`config.mk`:
```
export PLATFORM = sky130hd
export DESIGN_NAME = qnigma_fifo_ctrl
export DESIGN_NICKNAME = d
export VERILOG_FILES = /design/src/rtl/qnigma_fifo_pkg.sv /design/src/rtl/qnigma_fifo_skid.sv /design/src/rtl/qnigma_fifo_ctrl.sv
export SDC_FILE = /design/constraint.sdc
export NUM_CORES = 1
export LEC_CHECK = 0
export BUFFER_PORTS_ARGS = -buffer_cell sky130_fd_sc_hd__buf_2
export CORE_UTILIZATION = 40
export CTS_CLUSTER_SIZE = 10
export DETAILED_ROUTE_END_ITERATION = 10
export HOLD_SLACK_MARGIN = 0.02
export MAX_ROUTING_LAYER = met4
export PLACE_DENSITY = 0.64
export SLEW_MARGIN = 30
export SYNTH_ARGS = -nofsm -noshare
export SYNTH_HDL_FRONTEND = slang
export SYNTH_SLANG_ARGS = --single-unit
```
`constraint.sdc`:
```
create_clock -name clk -period 3 [get_ports clk]
set_input_delay 0.3 -clock clk [delete_from_list [all_inputs] [get_ports clk]]
set_output_delay 0.3 -clock clk [all_outputs]
set_load 0.05 [all_outputs]
```
`src/rtl/qnigma_fifo_pkg.sv`:
```
// rtl/qnigma_fifo_pkg.sv - shared constants and helpers for the qnigma FIFO controller
package qnigma_fifo_pkg;

  localparam int SKID_DEPTH = 2;
  localparam int SKID_CW    = $clog2(SKID_DEPTH + 1);

  function automatic int lvl_w(input int aw);
    return aw + 1;
  endfunction

endpackage

```
`src/rtl/qnigma_fifo_skid.sv`:
```
// rtl/qnigma_fifo_skid.sv - 2-entry register FIFO absorbing the RAM read latency
module qnigma_fifo_skid
  import qnigma_fifo_pkg::*;
#(
  parameter int DW = 16
) (
  input  logic               clk,
  input  logic               rst,
  input  logic               flush_i,
  input  logic               push_i,
  input  logic [DW-1:0]      push_dat_i,
  input  logic               pop_i,
  output logic [SKID_CW-1:0] cnt_o,
  output logic [DW-1:0]      head_o
);

  logic [DW-1:0]      head_q, head_d;
  logic [DW-1:0]      tail_q, tail_d;
  logic [SKID_CW-1:0] cnt_q, cnt_d;

  always_comb begin
    head_d = head_q;
    tail_d = tail_q;
    cnt_d  = cnt_q + {{(SKID_CW-1){1'b0}}, push_i} - {{(SKID_CW-1){1'b0}}, pop_i};
    if (pop_i) head_d = tail_q;
    // The pushed word lands in whichever slot is first free after this cycle's pop.
    if (push_i) begin
      if (cnt_q == {{(SKID_CW-1){1'b0}}, pop_i}) head_d = push_dat_i;
      else                                       tail_d = push_dat_i;
    end
    if (flush_i) begin
      head_d = '0;
      tail_d = '0;
      cnt_d  = '0;
    end
  end

  always_ff @(posedge clk or posedge rst) begin
    if (rst) begin
      head_q <= '0;
      tail_q <= '0;
      cnt_q  <= '0;
    end else begin
      head_q <= head_d;
      tail_q <= tail_d;
      cnt_q  <= cnt_d;
    end
  end

  assign cnt_o  = cnt_q;
  assign head_o = head_q;

endmodule

```
`src/rtl/qnigma_fifo_ctrl.sv`:
```
// rtl/qnigma_fifo_ctrl.sv - FWFT FIFO controller over a dual-port RAM
// Optional almost-full/almost-empty flags: QNIGMA_FIFO_FLAGS_EN.
module qnigma_fifo_ctrl
  import qnigma_fifo_pkg::*;
#(
  parameter int AW = 8,
  parameter int DW = 16
`ifdef QNIGMA_FIFO_FLAGS_EN
  ,
  parameter int AFULL  = 2**AW - 4,
  parameter int AEMPTY = 4
`endif
) (
  input  logic                 clk,
  input  logic                 rst,
  input  logic                 flush,
  input  logic [DW-1:0]        in_dat,
  input  logic                 in_val,
  output logic                 in_rdy,
  output logic [DW-1:0]        out_dat,
  output logic                 out_val,
  input  logic                 out_rdy,
  output logic [lvl_w(AW)-1:0] level,
  output logic [DW-1:0]        ram_d_a,
  output logic [AW-1:0]        ram_a_a,
  output logic                 ram_w_a,
  output logic [AW-1:0]        ram_a_b,
  output logic                 ram_w_b,
  input  logic [DW-1:0]        ram_q_b
`ifdef QNIGMA_FIFO_FLAGS_EN
  ,
  output logic                 afull,
  output logic                 aempty
`endif
);

  localparam int                LW      = lvl_w(AW);
  localparam logic [LW-1:0]     CAP     = {1'b1, {AW{1'b0}}};
  localparam logic [SKID_CW:0]  OCC_MAX = (SKID_CW+1)'(SKID_DEPTH);

  logic [AW:0]        wr_ptr_q, wr_ptr_d;
  logic [AW:0]        rd_ptr_q, rd_ptr_d;
  logic [LW-1:0]      level_q, level_d;
  logic               rd_pend_q, rd_pend_d;
  logic [SKID_CW-1:0] skid_cnt;
  logic [SKID_CW:0]   occ;
  logic               wr_acc, pop, issue;

  assign in_rdy  = ~rst & ~flush & (level_q != CAP);
  assign wr_acc  = in_val & in_rdy;
  assign out_val = (skid_cnt != '0);
  assign pop     = out_val & out_rdy & ~flush;

  // Skid slots already spoken for; a same-cycle pop frees one for a new issue.
  assign occ   = {1'b0, skid_cnt} + {{SKID_CW{1'b0}}, rd_pend_q};
  assign issue = (wr_ptr_q != rd_ptr_q) & ((occ < OCC_MAX) | ((occ == OCC_MAX) & pop));

  assign ram_w_a = wr_acc;
  assign ram_a_a = wr_ptr_q[AW-1:0];
  assign ram_d_a = in_dat;
  assign ram_a_b = rd_ptr_q[AW-1:0];
  assign ram_w_b = 1'b0;
  assign level   = level_q;

  always_comb begin
    wr_ptr_d  = wr_ptr_q + {{AW{1'b0}}, wr_acc};
    rd_ptr_d  = rd_ptr_q + {{AW{1'b0}}, issue};
    rd_pend_d = issue;
    level_d   = level_q + {{AW{1'b0}}, wr_acc} - {{AW{1'b0}}, pop};
    if (flush) begin
      wr_ptr_d  = '0;
      rd_ptr_d  = '0;
      rd_pend_d = 1'b0;
      level_d   = '0;
    end
  end

  always_ff @(posedge clk or posedge rst) begin
    if (rst) begin
      wr_ptr_q  <= '0;
      rd_ptr_q  <= '0;
      rd_pend_q <= 1'b0;
      level_q   <= '0;
    end else begin
      wr_ptr_q  <= wr_ptr_d;
      rd_ptr_q  <= rd_ptr_d;
      rd_pend_q <= rd_pend_d;
      level_q   <= level_d;
    end
  end

  qnigma_fifo_skid #(.DW(DW)) u_skid (
    .clk        (clk),
    .rst        (rst),
    .flush_i    (flush),
    .push_i     (rd_pend_q & ~flush),
    .push_dat_i (ram_q_b),
    .pop_i      (pop),
    .cnt_o      (skid_cnt),
    .head_o     (out_dat)
  );

`ifdef QNIGMA_FIFO_FLAGS_EN
  logic afull_q, aempty_q;

  always_ff @(posedge clk or posedge rst) begin
    if (rst) begin
      afull_q  <= 1'b0;
      aempty_q <= 1'b1;
    end else if (flush) begin
      afull_q  <= 1'b0;
      aempty_q <= 1'b1;
    end else begin
      afull_q  <= (level_q >= LW'(AFULL));
      aempty_q <= (level_q <= LW'(AEMPTY));
    end
  end

  assign afull  = afull_q;
  assign aempty = aempty_q;
`endif

endmodule

```
==> results.ini <==
[sta]
period_share_pct = 101
whs_ns = 0.200
hold_viol = 0
final_max_slew_viol_count = 0
worst_clock_skew_ns = 0.00897
maxSlewHeadroom_pct = 43.8
setup_ws_ns = -0.0232
worstMarginPinSlew_ns = 0.844
grt_setup_unrepaired = yes
fmax_mhz = 331
setup_viol = 1
period_needed_ns = 3.02

[critical_path]
path_depth = 14
crit_fanout = 3
cp-end-kind = flip-flop
r2r_slack_ns = -0.02
critical_path.max_stage_delay_ns = 0.36
cp_top_family = compound AO/OA/AOI/OAI gates
cp.arrival_ns = 3.24
startpoint_type = flip-flop
cp_slowest_cell = dfrtp_2
r2r-start = level[6]
cp_num_buf_inv = 3
reg2reg_to = level[6]
crit_chain = inv_2 -> ha_4 -> nor4bb_4 -> a311oi_4 -> and2_4 -> inv_2 -> ha_4 -> inv_2 -> ha_4 -> fa_2 -> a211o_1 -> a31oi_2 -> nor4_1 -> a311o_1
path_class = flip-flop to flip-flop
r2r_cells = 14
worstPathRequired_ns = 3.22

[placed_design]
routabilityCongestion = 0.819
dp_slack_ns = -0.0738
port_buffers = 64
hpwl_um = 5140
placed_area_um2 = 3890

[yosys]
async_reset_ff_share_pct = 100
ys_ff_latch = 62
synth_area_um2 = 3550
seq_area_frac_synth_pct = 43.7
synth_nets = 402
ys_types = 44
synth-edff-count = 0
synthCells = 343
ys_warn_count = 0
ys.flop_type = dfrtp_1
avgSynthCellArea_um2 = 10.4

[cells_and_area]
drive_gt1_share_pct = 33.0
final_common_cell = buf_2
post-route-cell-area_um2 = 4150
syn_to_final_growth_pct = 17.0
n_antenna_cell = 0
nets = 451
mostFrequentLayoutCells = buf_2 (64), dfrtp_1 (56), nor2_1 (34), buf_4 (23), mux2i_1 (17)

[clock_tree]
cts_inserted_buffers = 9
h-tree-depth = 3
cts_sinks = 62
clockBufferDepth = 2
clkTransAtPathRegs_ns = 0.07
hold_buffers = 0
cts_root_buf = clkbuf_8
clock_latency_ns = 0.33
cts_tree = yes

[hold_path]
worstHoldPathType = input pin to flip-flop
hold_start = ram_q_b[14]
hold_end = u_skid.tail_q[14]
hold_path_depth = 2

[floorplanning]
ioPinCount = 98
die_area_um2 = 9260
die_w_um = 96.2
start_util_pct = 40.9
rows = 34
core_area_um2 = 8680
die_h_um = 96.2

[route]
vias = 2573
drt_iter0_markers = 57
finalWirelength_um = 7470
wl_per_cell_um = 14.8
first_pass_iters = 4
antenna_left = 0
viasPerCell = 5.10
route.detailed.drc = 0

[outcome]
violations = negative setup slack
status = finished with violations

[global_routing]
track_usage_pct = 18.0
grt_max_degree = 63
grt_pass1_vias = 2636
antenna_found_initial = 0
overflow = 0
grt_pass1_wl_um = 12200

[pwr]
p_leak_nw = 2.01
pwr_density_cell_nw_per_um2 = 830
irDropWorstVdd_v = 0.000430

[run]
drv_cap = 0

-- layout make-up --
class	count	area, um2
sequential	62	1560
fill	844	4520
clock buffer	13	159
timing repair buffer	87	493
multi-input combinational	214	1700
tap	108	135
clock inverter	3	42.5
inverter	18	67.6
-- logic make-up after synthesis --
group	count (synthesis)	synth area share, %
and+or+nand+nor	86	12.4
buffers and inverters	67	11.8
AOI/OAI and AO/OA	65	13.6
DFF	62	43.7
adders and majority gates	22	7.96
xor gates and xnor gates	22	5.43
muxes	18	5.11
other	1	0.106
-- report_power, final --
| part | switching (mW) | total, mW | leakage [nW] | internal (mW) |
|---|---|---|---|---|
| registers | 0.0939 | 1.05 | 0.845 | 0.959 |
| logic | 0.980 | 1.64 | 1.07 | 0.656 |
| clock network | 0.331 | 0.761 | 0.0996 | 0.429 |
-- flip-flops by register name, summed over array words and instances (netlist names) --
name	flops
rd_pend_q	1
rd_ptr_q	9
level	9
u_skid.cnt_o	2
wr_ptr_q	9
u_skid.head_o	16
u_skid.tail_q	16
-- worst max-delay path by stage --
stage,start,to
global route,level[6],level[6]
CTS,level[6],level[6]
global placement,level[6],level[6]
finish,level[6],level[6]
floorplan,level[6],level[6]
detailed placement,level[6],level[6]
-- metrics by stage --
step / TNS, ns / utilization [%] / std cells / power [mW]
2_1_floorplan: -2.82 / - / 343 / 2.30
3_3_place_gp: -0.0222 / 44.8 / 485 / 2.59
3_5_place_dp: -0.0738 / 44.8 / 485 / 2.61
4_1_cts: -0.0284 / 47.5 / 502 / 3.44
5_1_grt: -0.345 / 47.9 / 505 / 3.67
6_report: -0.0232 / 47.9 / 505 / 3.45
-- synthesized netlist by cell type, types with 3 or more instances --
master / number / area, um2
nor3_1: 4 / 20.0
or3_1: 8 / 50.1
a31oi_1: 4 / 25.0
ha_1: 21 / 263
xnor2_1: 13 / 114
a211oi_1: 16 / 120
o21ai_0: 7 / 35.0
a311oi_1: 3 / 26.3
dfrtp_1: 62 / 1550
nor2_1: 34 / 128
inv_1: 18 / 67.6
a22o_1: 16 / 140
nand3_1: 11 / 55.1
clkbuf_1: 11 / 41.3
nor4_1: 3 / 18.8
buf_4: 33 / 248
nor2b_1: 9 / 56.3
a21oi_1: 9 / 45.0
xor2_1: 9 / 78.8
nand2b_1: 3 / 18.8
nand2_1: 5 / 18.8
mux2i_1: 17 / 170
-- layer usage --
layer | vias to the layer above | routed length (um) | global-route usage (%)
li1 | 1266 | - | -
met1 | 1233 | 3460 | 21.3
met2 | 61 | 3540 | 28.9
met3 | 13 | 346 | 4.66
met4 | 0 | 118 | 7.71
met5 | - | 0 | -
-- repair_timing --
| item | 4_1_cts | 5_1_grt |
|---|---|---|
| setup endpoints to repair | 2 | 4 |
| hold endpoints to repair | 0 | 0 |
| cloned | 0 | 0 |
| setup buffers | 1 | 3 |
| pin swaps | 3 | 2 |
| resized for setup | 2 | 2 |
(Power assumes the default switching activity.)
